`src/rtl/params.sv`:
```
// rtl/params.sv - shared class codes and FSM state encoding for hysteresis_threshold
// Purpose: pixel class enum, FSM state type/constants and a small class helper.
// Ports: none (package).
package params;

  // Per-pixel class code held in the line buffers instead of the full magnitude.
  typedef enum logic [1:0] {
    CLS_NONE   = 2'b00,
    CLS_WEAK   = 2'b01,
    CLS_STRONG = 2'b10
  } cls_t;

  // Two-state controller: RUN accepts pixels, FLUSH drains the window.
  typedef logic [0:0] state_t;
  localparam state_t ST_RUN   = 1'b0;
  localparam state_t ST_FLUSH = 1'b1;

  function automatic logic is_strong(input logic [1:0] c);
    return c == CLS_STRONG;
  endfunction

endpackage

```
`src/rtl/line_buffer.sv`:
```
// rtl/line_buffer.sv - circular delay line of DEPTH entries, one read/write per advance
// Purpose: delays a stream of WIDTH-bit words by exactly DEPTH advances.
// Ports:
//   i_clk   in  1      rising-edge clock
//   i_rst_n in  1      asynchronous active-low reset (pointer only)
//   i_adv   in  1      advance: write i_data, step the pointer
//   i_data  in  WIDTH  word entering the delay line
//   o_data  out WIDTH  word written DEPTH advances ago
module line_buffer #(
  parameter int WIDTH = 2,
  parameter int DEPTH = 640
) (
  input  logic             i_clk,
  input  logic             i_rst_n,
  input  logic             i_adv,
  input  logic [WIDTH-1:0] i_data,
  output logic [WIDTH-1:0] o_data
);

  localparam int AW = (DEPTH > 1) ? $clog2(DEPTH) : 1;
  localparam logic [AW-1:0] PTR_LAST = AW'(DEPTH - 1);

  logic [WIDTH-1:0] mem [DEPTH];
  logic [AW-1:0]    ptr;

  // Read-before-write at the same slot: the old word is exactly DEPTH advances old.
  assign o_data = mem[ptr];

  always_ff @(posedge i_clk) begin
    if (i_adv) begin
      mem[ptr] <= i_data;
    end
  end

  always_ff @(posedge i_clk or negedge i_rst_n) begin
    if (!i_rst_n) begin
      ptr <= '0;
    end else if (i_adv) begin
      ptr <= (ptr == PTR_LAST) ? '0 : ptr + 1'b1;
    end
  end

endmodule

```
`src/rtl/hysteresis_threshold.sv`:
```
// rtl/hysteresis_threshold.sv - single-pass hysteresis thresholding of an NMS stream
// Purpose: classifies pixels as NONE/WEAK/STRONG and outputs an edge bit per pixel
//          from a 3x3 class window built with two class line buffers.
// Ports:
//   i_clk      in  1           rising-edge clock
//   i_rst_n    in  1           asynchronous active-low reset
//   i_valid    in  1           input pixel present
//   o_ready    out 1           pixel accepted when i_valid && o_ready
//   i_pixel    in  NBIT_INPUT  suppressed magnitude, raster order
//   i_low_th   in  NBIT_INPUT  weak threshold (latched at pixel 0)
//   i_high_th  in  NBIT_INPUT  strong threshold (latched at pixel 0)
//   o_valid    out 1           o_edge/o_eof valid
//   o_edge     out 1           final edge decision
//   o_eof      out 1           last output pixel of the frame
module hysteresis_threshold
  import params::*;
#(
  parameter int NBIT_INPUT = 12,
  parameter int IMG_WIDTH  = 640,
  parameter int IMG_HEIGHT = 480
) (
  input  logic                  i_clk,
  input  logic                  i_rst_n,
  input  logic                  i_valid,
  output logic                  o_ready,
  input  logic [NBIT_INPUT-1:0] i_pixel,
  input  logic [NBIT_INPUT-1:0] i_low_th,
  input  logic [NBIT_INPUT-1:0] i_high_th,
  output logic                  o_valid,
  output logic                  o_edge,
  output logic                  o_eof
);

  localparam int CW = $clog2(IMG_WIDTH + 1);
  localparam int RW = $clog2(IMG_HEIGHT + 1);
  localparam int LW = $clog2(IMG_WIDTH + 2);
  localparam logic [CW-1:0] COL_LAST   = CW'(IMG_WIDTH - 1);
  localparam logic [RW-1:0] ROW_LAST   = RW'(IMG_HEIGHT - 1);
  localparam logic [CW-1:0] FLUSH_LAST = CW'(IMG_WIDTH);
  localparam logic [LW-1:0] LEAD_FULL  = LW'(IMG_WIDTH + 1);

  state_t                state;
  logic [CW-1:0]         col;
  logic [RW-1:0]         row;
  logic [CW-1:0]         flush_cnt;
  logic [NBIT_INPUT-1:0] low_q;
  logic [NBIT_INPUT-1:0] high_q;

  // Advances seen in this frame, saturating once the window centre is real.
  logic [LW-1:0]         lead;
  logic [CW-1:0]         cen_c;
  logic [RW-1:0]         cen_r;

  // Window: t*/m*/b* = top/middle/bottom rows, 0 = oldest column, 1 = middle column.
  // The newest column comes straight from the line buffers and the incoming class.
  logic [1:0] win_t0, win_t1, win_m0, win_m1, win_b0, win_b1;
  logic [1:0] lb_mid, lb_top;

  logic                  flushing;
  logic                  accept;
  logic                  adv;
  logic                  first_px;
  logic [NBIT_INPUT-1:0] low_use;
  logic [NBIT_INPUT-1:0] high_use;
  logic [1:0]            cls_in;
  logic                  nbr_strong;
  logic                  interior;
  logic                  edge_d;
  logic                  emit;
  logic                  last_out;

  assign o_ready  = (state == ST_RUN);
  assign flushing = (state == ST_FLUSH);
  assign accept   = o_ready && i_valid;
  assign adv      = accept || flushing;
  assign first_px = (col == '0) && (row == '0);

  // Pixel 0 must already be classified with the thresholds it latches.
  always_comb begin
    low_use  = first_px ? i_low_th  : low_q;
    high_use = first_px ? i_high_th : high_q;
    cls_in   = CLS_NONE;
    if (!flushing) begin
      if (i_pixel >= high_use) begin
        cls_in = CLS_STRONG;
      end else if (i_pixel >= low_use) begin
        cls_in = CLS_WEAK;
      end
    end
  end

  line_buffer #(
    .WIDTH(2),
    .DEPTH(IMG_WIDTH)
  ) u_lb_mid (
    .i_clk  (i_clk),
    .i_rst_n(i_rst_n),
    .i_adv  (adv),
    .i_data (cls_in),
    .o_data (lb_mid)
  );

  line_buffer #(
    .WIDTH(2),
    .DEPTH(IMG_WIDTH)
  ) u_lb_top (
    .i_clk  (i_clk),
    .i_rst_n(i_rst_n),
    .i_adv  (adv),
    .i_data (lb_mid),
    .o_data (lb_top)
  );

  assign nbr_strong = is_strong(win_t0) | is_strong(win_t1) | is_strong(lb_top) |
                      is_strong(win_m0) | is_strong(lb_mid) |
                      is_strong(win_b0) | is_strong(win_b1) | is_strong(cls_in);

  assign interior = (cen_r != '0) && (cen_r != ROW_LAST) &&
                    (cen_c != '0) && (cen_c != COL_LAST);

  assign edge_d = interior &&
                  (is_strong(win_m1) || ((win_m1 == CLS_WEAK) && nbr_strong));

  assign emit     = adv && (lead == LEAD_FULL);
  assign last_out = (cen_r == ROW_LAST) && (cen_c == COL_LAST);

  always_ff @(posedge i_clk or negedge i_rst_n) begin
    if (!i_rst_n) begin
      state     <= ST_RUN;
      col       <= '0;
      row       <= '0;
      flush_cnt <= '0;
      low_q     <= '0;
      high_q    <= '0;
      lead      <= '0;
      cen_c     <= '0;
      cen_r     <= '0;
      win_t0    <= CLS_NONE;
      win_t1    <= CLS_NONE;
      win_m0    <= CLS_NONE;
      win_m1    <= CLS_NONE;
      win_b0    <= CLS_NONE;
      win_b1    <= CLS_NONE;
      o_valid   <= 1'b0;
      o_edge    <= 1'b0;
      o_eof     <= 1'b0;
    end else begin
      o_valid <= emit;
      o_edge  <= emit && edge_d;
      o_eof   <= emit && last_out;

      if (adv) begin
        win_t0 <= win_t1;
        win_t1 <= lb_top;
        win_m0 <= win_m1;
        win_m1 <= lb_mid;
        win_b0 <= win_b1;
        win_b1 <= cls_in;
        if (lead != LEAD_FULL) begin
          lead <= lead + 1'b1;
        end else if (cen_c == COL_LAST) begin
          cen_c <= '0;
          cen_r <= (cen_r == ROW_LAST) ? '0 : cen_r + 1'b1;
        end else begin
          cen_c <= cen_c + 1'b1;
        end
      end

      if (accept) begin
        if (first_px) begin
          low_q  <= i_low_th;
          high_q <= i_high_th;
        end
        if (col == COL_LAST) begin
          col <= '0;
          if (row == ROW_LAST) begin
            row       <= '0;
            state     <= ST_FLUSH;
            flush_cnt <= '0;
          end else begin
            row <= row + 1'b1;
          end
        end else begin
          col <= col + 1'b1;
        end
      end

      // IMG_WIDTH+1 NONE ticks push the last row through the window centre.
      if (flushing) begin
        if (flush_cnt == FLUSH_LAST) begin
          state <= ST_RUN;
          lead  <= '0;
          cen_c <= '0;
          cen_r <= '0;
        end else begin
          flush_cnt <= flush_cnt + 1'b1;
        end
      end
    end
  end

endmodule

```
`config.mk`:
```
export PLATFORM = sky130hd
export DESIGN_NAME = hysteresis_threshold
export DESIGN_NICKNAME = d
export VERILOG_FILES = /design/src/rtl/params.sv /design/src/rtl/line_buffer.sv /design/src/rtl/hysteresis_threshold.sv
export SDC_FILE = /design/constraint.sdc
export NUM_CORES = 2
export LEC_CHECK = 0
export CAP_MARGIN = 30
export CORE_ASPECT_RATIO = 0.6
export CORE_UTILIZATION = 55
export CTS_CLUSTER_SIZE = 12
export DETAILED_ROUTE_END_ITERATION = 8
export PLACE_DENSITY = 0.75
export RECOVER_POWER = 100
export SLEW_MARGIN = 10
export SYNTH_ARGS = -nofsm -noshare
export SYNTH_HDL_FRONTEND = slang
export SYNTH_SLANG_ARGS = --single-unit
export TNS_END_PERCENT = 1
```
`constraint.sdc`:
```
create_clock -name i_clk -period 46.6 [get_ports i_clk]
set_clock_uncertainty 0.15 [all_clocks]
set_input_delay 9.32 -clock i_clk [delete_from_list [all_inputs] [get_ports i_clk]]
set_output_delay 9.32 -clock i_clk [all_outputs]
set_load 0.03 [all_outputs]
```
# Yosys cells after proc, flatten, opt, wreduce, memory -nomap -nowiden

Memory sizes are Yosys's and may differ from the RTL's.
Cells that the tools add are included.

Equality and inequality tests: 21
Reduce and logical (&&, ||, !) cells: 18
Add/sub/neg operators: 8
Magnitude comparators: 2
Bitwise logic cells: 8
Mux-type cells: 36

Operators by type and width:

| kind                                          | count |
|---|---|
| 2-to-1 mux 10 bit                             | 17 |
| 2-to-1 mux 9 bit                              | 7 |
| adder 10 x 1 -> 10 bit, second input constant | 6 |
| == test 10 bit, second input constant         | 6 |
| >= comparator 12 bit                          | 2 |
| 2-to-1 mux 12 bit                             | 2 |
| != test 10 bit, second input constant         | 2 |
| adder 9 x 1 -> 9 bit, second input constant   | 2 |
| == test 2 bit, second input constant          | 9 |
| == test 9 bit, second input constant          | 2 |
| logical AND 1 bit                             | 11 |
| logical NOT 10 bit                            | 1 |
| nonzero test 10 bit                           | 1 |
| logical NOT 9 bit                             | 1 |
| != test 9 bit, second input constant          | 1 |
| nonzero test 9 bit                            | 1 |
| 2-to-1 mux 1 bit                              | 8 |
| bitwise OR 1 bit                              | 7 |
| 2-to-1 mux 2 bit                              | 2 |
| == test 2 x 1 -> 1 bit, second input constant | 1 |
| logical OR 1 bit                              | 2 |
| AND reduction 2 bit                           | 1 |
| NOT 1 bit                                     | 1 |

Bits in writable memories: 2,560
Register bits: 118
Logic and storage cells: 115
Memories: 2
Bits of input ports: 39
Output and inout bits: 4

Memories:

| name         | words | bits a word | rd ports | clocked after Yosys merged registers in | write ports | RTL line          | text |
|---|---|---|---|---|---|---|---|
| u_lb_mid.mem | 640   | 2           | 1        | 0                                       | 1           | line_buffer.sv:23 | `logic [WIDTH-1:0] mem [DEPTH];` |
| u_lb_top.mem | 640   | 2           | 1        | 0                                       | 1           | line_buffer.sv:23 |  |

# Depth between registers and ports, before layout

Depth after elaboration: 13
Gate-level depth with buffers: 19
Depth with buffers taken out: 18

# Hierarchy

A second synthesis with hierarchy kept.

Cells, all modules: 7,285
Area total of the unflattened synthesis: 110,851.3 um2

Modules (own cells, without submodules):

| module               | area each (um2) | cells each | times used | sequential area each (um2) |
|---|---|---|---|---|
| line_buffer          | 52,745.6        | 3,362      | 2          | 38,687.1 |
| hysteresis_threshold | 5,360.1         | 561        | 1          | 2,452.4 |

# Least setup slack after synthesis

No wires, ideal clock.

Kind: input -> register
Start point: input port i_high_th[0]
End point: memory u_lb_mid.mem[0][0], data pin
Library setup time: 5,224 ps
Data arrival time: 36,930 ps
Setup slack: 4,296 ps
Cell stages on the path: 11
Required time: 41,226 ps
Path buffers: 0
Cells stage by stage: mux2_2 -> ha_1 -> nand2b_1 -> a21o_1 -> a21o_1 -> a21o_1 -> a21o_1 -> a2111oi_0 -> o31ai_1 -> a21oi_1 -> nor3b_1

Longest elaborated chain between the ends: 4

Ends and longest elaborated chain:

| item                 | RTL line                   | text |
|---|---|---|
| start: declaration   | hysteresis_threshold.sv:28 | `input logic [NBIT_INPUT-1:0] i_high_th,` |
| 2-to-1 mux 12 bit    | --                         |  |
| >= comparator 12 bit | hysteresis_threshold.sv:84 | `if (i_pixel >= high_use) begin` |
| 2-to-1 mux 2 bit     | hysteresis_threshold.sv:84 |  |
| 2-to-1 mux 2 bit     | hysteresis_threshold.sv:83 | `if (!flushing) begin` |
| net cls_in[0]        | hysteresis_threshold.sv:65 | `logic [1:0] cls_in;` |
| end: declaration     | line_buffer.sv:23          |  |

The timed path passes the listed nets, and every way through them passes these cells.

# Worst setup path in the final report

Start point: register u_lb_mid.ptr[0]
End point: memory u_lb_top.mem[342][0], data pin

Longest elaborated chain between the ends: 1

Ends and longest elaborated chain:

| item                      | RTL line                   | text |
|---|---|---|
| start: declaration        | line_buffer.sv:24          | `logic [AW-1:0] ptr;` |
| start signal: assignment  | line_buffer.sv:39          | `ptr <= (ptr == PTR_LAST) ? '0 : ptr + 1'b1;` |
| memory read (640 x 2 bit) | --                         |  |
| net lb_mid[0]             | hysteresis_threshold.sv:57 | `logic [1:0] lb_mid, lb_top;` |
| end: declaration          | line_buffer.sv:23          |  |

The timed path passes the listed nets, and every way through them passes these cells.

==> run_summary.xml <==
<?xml version="1.0" encoding="UTF-8"?>
<metrics>
  <group name="outcome">
    <metric name="run_status" unit="">finished, violations left</metric>
    <metric name="violations" unit="">DRC, capacitance limit, slew limit</metric>
  </group>
  <group name="yosys">
    <metric name="synth_enable_flop_cells" unit="">2560</metric>
    <metric name="synth_area_leaders" unit="">sky130_fd_sc_hd__edfxtp_1, sky130_fd_sc_hd__mux2i_1, sky130_fd_sc_hd__nor2_1</metric>
    <metric name="synth.lib_cells_used.distinct" unit="">85</metric>
    <metric name="synth-xor-area-share" unit="">0.00380</metric>
    <metric name="synthesis.area" unit="mm²">0.111</metric>
    <metric name="library_cell_with_the_largest_summed_area_after_synthesis" unit="">sky130_fd_sc_hd__edfxtp_1</metric>
    <metric name="ys_dominant_reg_cell" unit="">sky130_fd_sc_hd__edfxtp_1</metric>
    <metric name="yosys_warnings" unit="">0</metric>
    <metric name="synth_mux_area_frac" unit="">0.123</metric>
    <metric name="ys_ff_latch" unit="">2678</metric>
    <metric name="synth_fa_ha_area_frac" unit="">0.00497</metric>
    <metric name="synth_top_family_by_area" unit="">multiplexers</metric>
    <metric name="fraction_of_the_yosys_area_taken_by_sequential_cells" unit="">0.721</metric>
    <metric name="synth_most_common_cell" unit="">sky130_fd_sc_hd__edfxtp_1</metric>
    <metric name="synthDominantCellAreaShare" unit="">0.694</metric>
    <metric name="synth_simple_gate_area_frac" unit="">0.0807</metric>
    <metric name="post_synth.cell_area_avg" unit="µm²">15.1</metric>
    <metric name="synth-async-reset-ratio" unit="">0.0441</metric>
    <metric name="synth_nets" unit="">7407</metric>
    <metric name="synthesis.instances" unit="">7324</metric>
    <metric name="synth_top_cells_by_count" unit="">sky130_fd_sc_hd__edfxtp_1, sky130_fd_sc_hd__nor2_1, sky130_fd_sc_hd__mux2i_1</metric>
    <metric name="compound_cell_area_share_of_the_yosys_netlist" unit="">0.0411</metric>
  </group>
  <group name="power">
    <metric name="power_frac_comb" unit="">0.229</metric>
    <metric name="fin_total_pwr" unit="mW">6.94</metric>
    <metric name="ir_drop" unit="µV">111</metric>
    <metric name="clock_power_share" unit="">0.284</metric>
    <metric name="leakagePower" unit="nW">38.8</metric>
    <metric name="power.share.sequential" unit="">0.487</metric>
    <metric name="cell_int_power" unit="mW">4.73</metric>
    <metric name="pwr_density_cell" unit="mW/mm²">57.3</metric>
    <metric name="sw_ratio" unit="">0.319</metric>
    <metric name="total_switching_power" unit="mW">2.21</metric>
  </group>
  <group name="setup_path">
    <metric name="start_kind" unit="">register</metric>
    <metric name="critPathMaxStageDelay" unit="ns">6.86</metric>
    <metric name="cp_data_required_time" unit="ns">46.61</metric>
    <metric name="worstSetupPathType" unit="">register to register</metric>
    <metric name="critical_path.cell_chain" unit="">clkbuf_1 &gt; clkbuf_1 &gt; clkbuf_1 &gt; clkbuf_1 &gt; mux2i_1 &gt; o21ai_0 &gt; nor3_1 &gt; nand3_1 &gt; nand4_1 &gt; nand2_1 &gt; nor4_1 &gt; and3_1 &gt; clkinvlp_2 &gt; clkbuf_1 &gt; clkbuf_1 &gt; clkbuf_1</metric>
    <metric name="crit_start" unit="">u_lb_mid.ptr[0]$_DFFE_PN0N_</metric>
    <metric name="critPathSlowestCell" unit="">sky130_fd_sc_hd__clkbuf_1</metric>
    <metric name="critPathCaptureType" unit="">register</metric>
    <metric name="critPathBufInv" unit="">8</metric>
    <metric name="worst_path_dominant_cell_family" unit="">buffers and inverters</metric>
    <metric name="r2r_start" unit="">u_lb_mid.ptr[0]$_DFFE_PN0N_</metric>
    <metric name="timing.critical_path.mode_cell" unit="">sky130_fd_sc_hd__clkbuf_1</metric>
    <metric name="worst_ep_arrival_time" unit="ns">28.67</metric>
    <metric name="cp_max_fo" unit="">238</metric>
  </group>
  <group name="cts">
    <metric name="cts-root-to-sink-buffers" unit="">4</metric>
    <metric name="cts.clk_slew.worst_paths" unit="ns">0.06</metric>
    <metric name="cts.repair.resized" unit="">0</metric>
    <metric name="cts_sinks" unit="">2678</metric>
    <metric name="ctsHtreeMaxLevel" unit="">5</metric>
    <metric name="cts_hold_buf" unit="">0</metric>
    <metric name="ctsRootBufferMaster" unit="">sky130_fd_sc_hd__clkbuf_16</metric>
    <metric name="clkLatencyLatePin" unit="ns">0.83</metric>
    <metric name="cts_inserted_buffers" unit="">269</metric>
    <metric name="postCtsSetupBuffers" unit="">0</metric>
    <metric name="cts_tree" unit="">done</metric>
  </group>
  <group name="final_layout">
    <metric name="multiInputGateArea" unit="mm²">0.0281</metric>
    <metric name="finalNetCount" unit="">7413</metric>
    <metric name="area_growth_syn_to_layout" unit="%">9.39</metric>
    <metric name="post_route_cells_drive_above_1_share" unit="">0.0852</metric>
    <metric name="register_area" unit="mm²">0.0798</metric>
    <metric name="final.fill_count" unit="">14533</metric>
  </group>
  <group name="timing">
    <metric name="period_share" unit="">0.615</metric>
    <metric name="final.min_clock_period" unit="ns">28.66</metric>
    <metric name="timing.final.setup_violations" unit="">0</metric>
    <metric name="fmax" unit="MHz">34.9</metric>
    <metric name="tightestPinTransition" unit="ns">9.66</metric>
    <metric name="drv_slew" unit="">3418</metric>
    <metric name="final_hold_viol_count" unit="">0</metric>
    <metric name="relative_slew_slack" unit="">-5.44</metric>
    <metric name="rsz0062_at_grt" unit="">no</metric>
    <metric name="fin_setup_tns" unit="ns">0</metric>
  </group>
  <group name="detailed_routing">
    <metric name="routed_wire_length_per_instance" unit="µm">31.5</metric>
    <metric name="drt-vias-per-instance" unit="">6.73</metric>
    <metric name="first_pass_iters" unit="">9</metric>
    <metric name="drt_iter0_drc" unit="">12505</metric>
    <metric name="drc" unit="">88</metric>
    <metric name="totalWireLength" unit="µm">317000</metric>
    <metric name="num_vias" unit="">67909</metric>
    <metric name="ant_nets" unit="">0</metric>
  </group>
  <group name="die">
    <metric name="initial_core_util" unit="">0.554</metric>
    <metric name="die_w" unit="µm">581</metric>
    <metric name="die-height" unit="µm">350</metric>
    <metric name="rows" unit="">127</metric>
    <metric name="core_region_area" unit="mm²">0.200</metric>
    <metric name="io-pin-count" unit="">43</metric>
    <metric name="design.die.area" unit="mm²">0.203</metric>
  </group>
  <group name="job">
    <metric name="maxCapViolations" unit="">76</metric>
  </group>
  <group name="place">
    <metric name="gp_congestion" unit="">0.943</metric>
    <metric name="placement.io_buffers" unit="">42</metric>
    <metric name="dp_hpwl" unit="µm">192000</metric>
  </group>
  <group name="global_route">
    <metric name="grt_first_pass_wirelength" unit="µm">450000</metric>
    <metric name="grt_antenna_before_repair" unit="">15</metric>
    <metric name="overall_global_routing_usage" unit="">0.306</metric>
    <metric name="via_count_of_the_first_global_routing_pass" unit="">64586</metric>
    <metric name="globalRoute.totalOverflow" unit="">0</metric>
    <metric name="largest_net_degree_at_the_start_of_global_routing" unit="">239</metric>
  </group>
  <group name="hold_path">
    <metric name="min-delay-start" unit="">win_t0[1]$_DFFE_PN0N_</metric>
    <metric name="hold_class" unit="">register to register</metric>
  </group>
</metrics>
==> final cells by class <==
type,instances,area share
flip-flops and latches,2678,0.659
multi-input cells,4064,0.232
clock buffers,361,0.0609
well taps,2644,0.0273
repair buffers,282,0.0182
clock inverters,21,0.00123
inverters,35,0.00112
diodes,3,0.0000620
==> layout by cell type, fill, tap and decap left out, types with 17 or more instances in the layout <==
master	instances
sky130_fd_sc_hd__ha_1	44
sky130_fd_sc_hd__xor2_1	24
sky130_fd_sc_hd__a21oi_1	34
sky130_fd_sc_hd__nand3_1	65
sky130_fd_sc_hd__inv_1	30
sky130_fd_sc_hd__nor3_1	50
sky130_fd_sc_hd__o22ai_1	425
sky130_fd_sc_hd__edfxtp_1	2560
sky130_fd_sc_hd__dfrtp_1	110
sky130_fd_sc_hd__nand4_1	43
sky130_fd_sc_hd__a22oi_1	21
sky130_fd_sc_hd__nand2_1	266
sky130_fd_sc_hd__clkbuf_16	283
sky130_fd_sc_hd__nor4_1	93
sky130_fd_sc_hd__clkdlybuf4s50_1	35
sky130_fd_sc_hd__mux4_2	153
sky130_fd_sc_hd__clkbuf_1	182
sky130_fd_sc_hd__o211ai_1	17
sky130_fd_sc_hd__buf_4	107
sky130_fd_sc_hd__a211oi_1	26
sky130_fd_sc_hd__and3_1	22
sky130_fd_sc_hd__nor2_1	1423
sky130_fd_sc_hd__o21ai_0	97
sky130_fd_sc_hd__xnor2_1	24
sky130_fd_sc_hd__mux2i_1	1005
==> power by group through the flow <==
stage / sequential (mW) / combinational, mW / clock, mW
2_1_floorplan: 3.51 / 0.804 / 0
3_3_place_gp: 3.25 / 1.49 / 0
3_5_place_dp: 3.25 / 1.53 / 0
4_1_cts: 3.20 / 1.53 / 1.98
5_1_grt: 3.39 / 1.62 / 2.06
6_report: 3.38 / 1.59 / 1.97
==> routing by layer <==
layer	global-route usage	up-vias	wire (µm)
li1	-	27779	-
met1	0.467	33752	124000
met2	0.404	5622	126000
met3	0.122	750	57000
met4	0.0837	6	9760
met5	0.00394	-	191
==> path summary, 6_finish.rpt <==
check | endpoint | slack, ns | depth (start not counted)
setup / recovery | u_lb_top.mem[342][0]$_DFFE_PP_ | 17.94 | 16
hold / removal | win_t0[1]$_DFFE_PN0N_ | 0.32 | 2
setup reg to reg | u_lb_top.mem[342][0]$_DFFE_PP_ | 17.94 | 16
hold reg to reg | win_t0[1]$_DFFE_PN0N_ | 0.32 | 2
max in group asynchronous | u_lb_top.ptr[0]$_DFFE_PN0N_ | 31.33 | 2
min in group asynchronous | u_lb_mid.ptr[4]$_DFFE_PN0N_ | 9.89 | 1
==> per-stage QoR <==
stage,utilization,hold slack [ns],instances,worst slack (ns),area (µm²)
final,0.606,0.317,10088,17.94,121000
after global routing,0.606,0.356,10085,16.14,121000
after CTS,0.609,0.319,10065,30.81,122000
after detailed placement,0.571,0.307,9683,29.91,114000
after global placement,0.567,0.301,9650,29.18,113000
after floorplan,-,0.290,7324,4.30,111000
==> kinds of logic (layout without fill, tap and decap cells) <==
family | after synthesis | after routing
mux | 1168 | 1168
flops | 2678 | 2678
xor+xnor | 48 | 48
other cells | 0 | 3
compound gates | 710 | 710
fa+ha+maj | 44 | 44
simple gates | 2094 | 2094
buf+inv | 582 | 699
==> worst reg2reg max path: stages, from the launching register on <==
cell                         delay [ns]
sky130_fd_sc_hd__dfrtp_1           0.95
sky130_fd_sc_hd__clkbuf_1          2.15
sky130_fd_sc_hd__clkbuf_1          2.90
sky130_fd_sc_hd__clkbuf_1          1.89
sky130_fd_sc_hd__clkbuf_1          2.56
sky130_fd_sc_hd__mux2i_1           0.67
sky130_fd_sc_hd__o21ai_0           0.37
sky130_fd_sc_hd__nor3_1            0.08
sky130_fd_sc_hd__nand3_1           0.28
sky130_fd_sc_hd__nand4_1           0.15
sky130_fd_sc_hd__nand2_1           0.21
sky130_fd_sc_hd__nor4_1            0.13
sky130_fd_sc_hd__and3_1            0.39
sky130_fd_sc_hd__clkinvlp_2        2.67
sky130_fd_sc_hd__clkbuf_1          6.88
sky130_fd_sc_hd__clkbuf_1          3.11
sky130_fd_sc_hd__clkbuf_1          2.42
==> state kept, by name, indices dropped and copies added (netlist names), 9 cells and up <==
name	count
cen_c	10
cen_r	9
col	10
flush_cnt	10
high_q	12
lead	10
low_q	12
row	9
u_lb_mid.mem	1280
u_lb_mid.ptr	10
u_lb_top.mem	1280
u_lb_top.ptr	10
(Power assumes the default switching activity.)
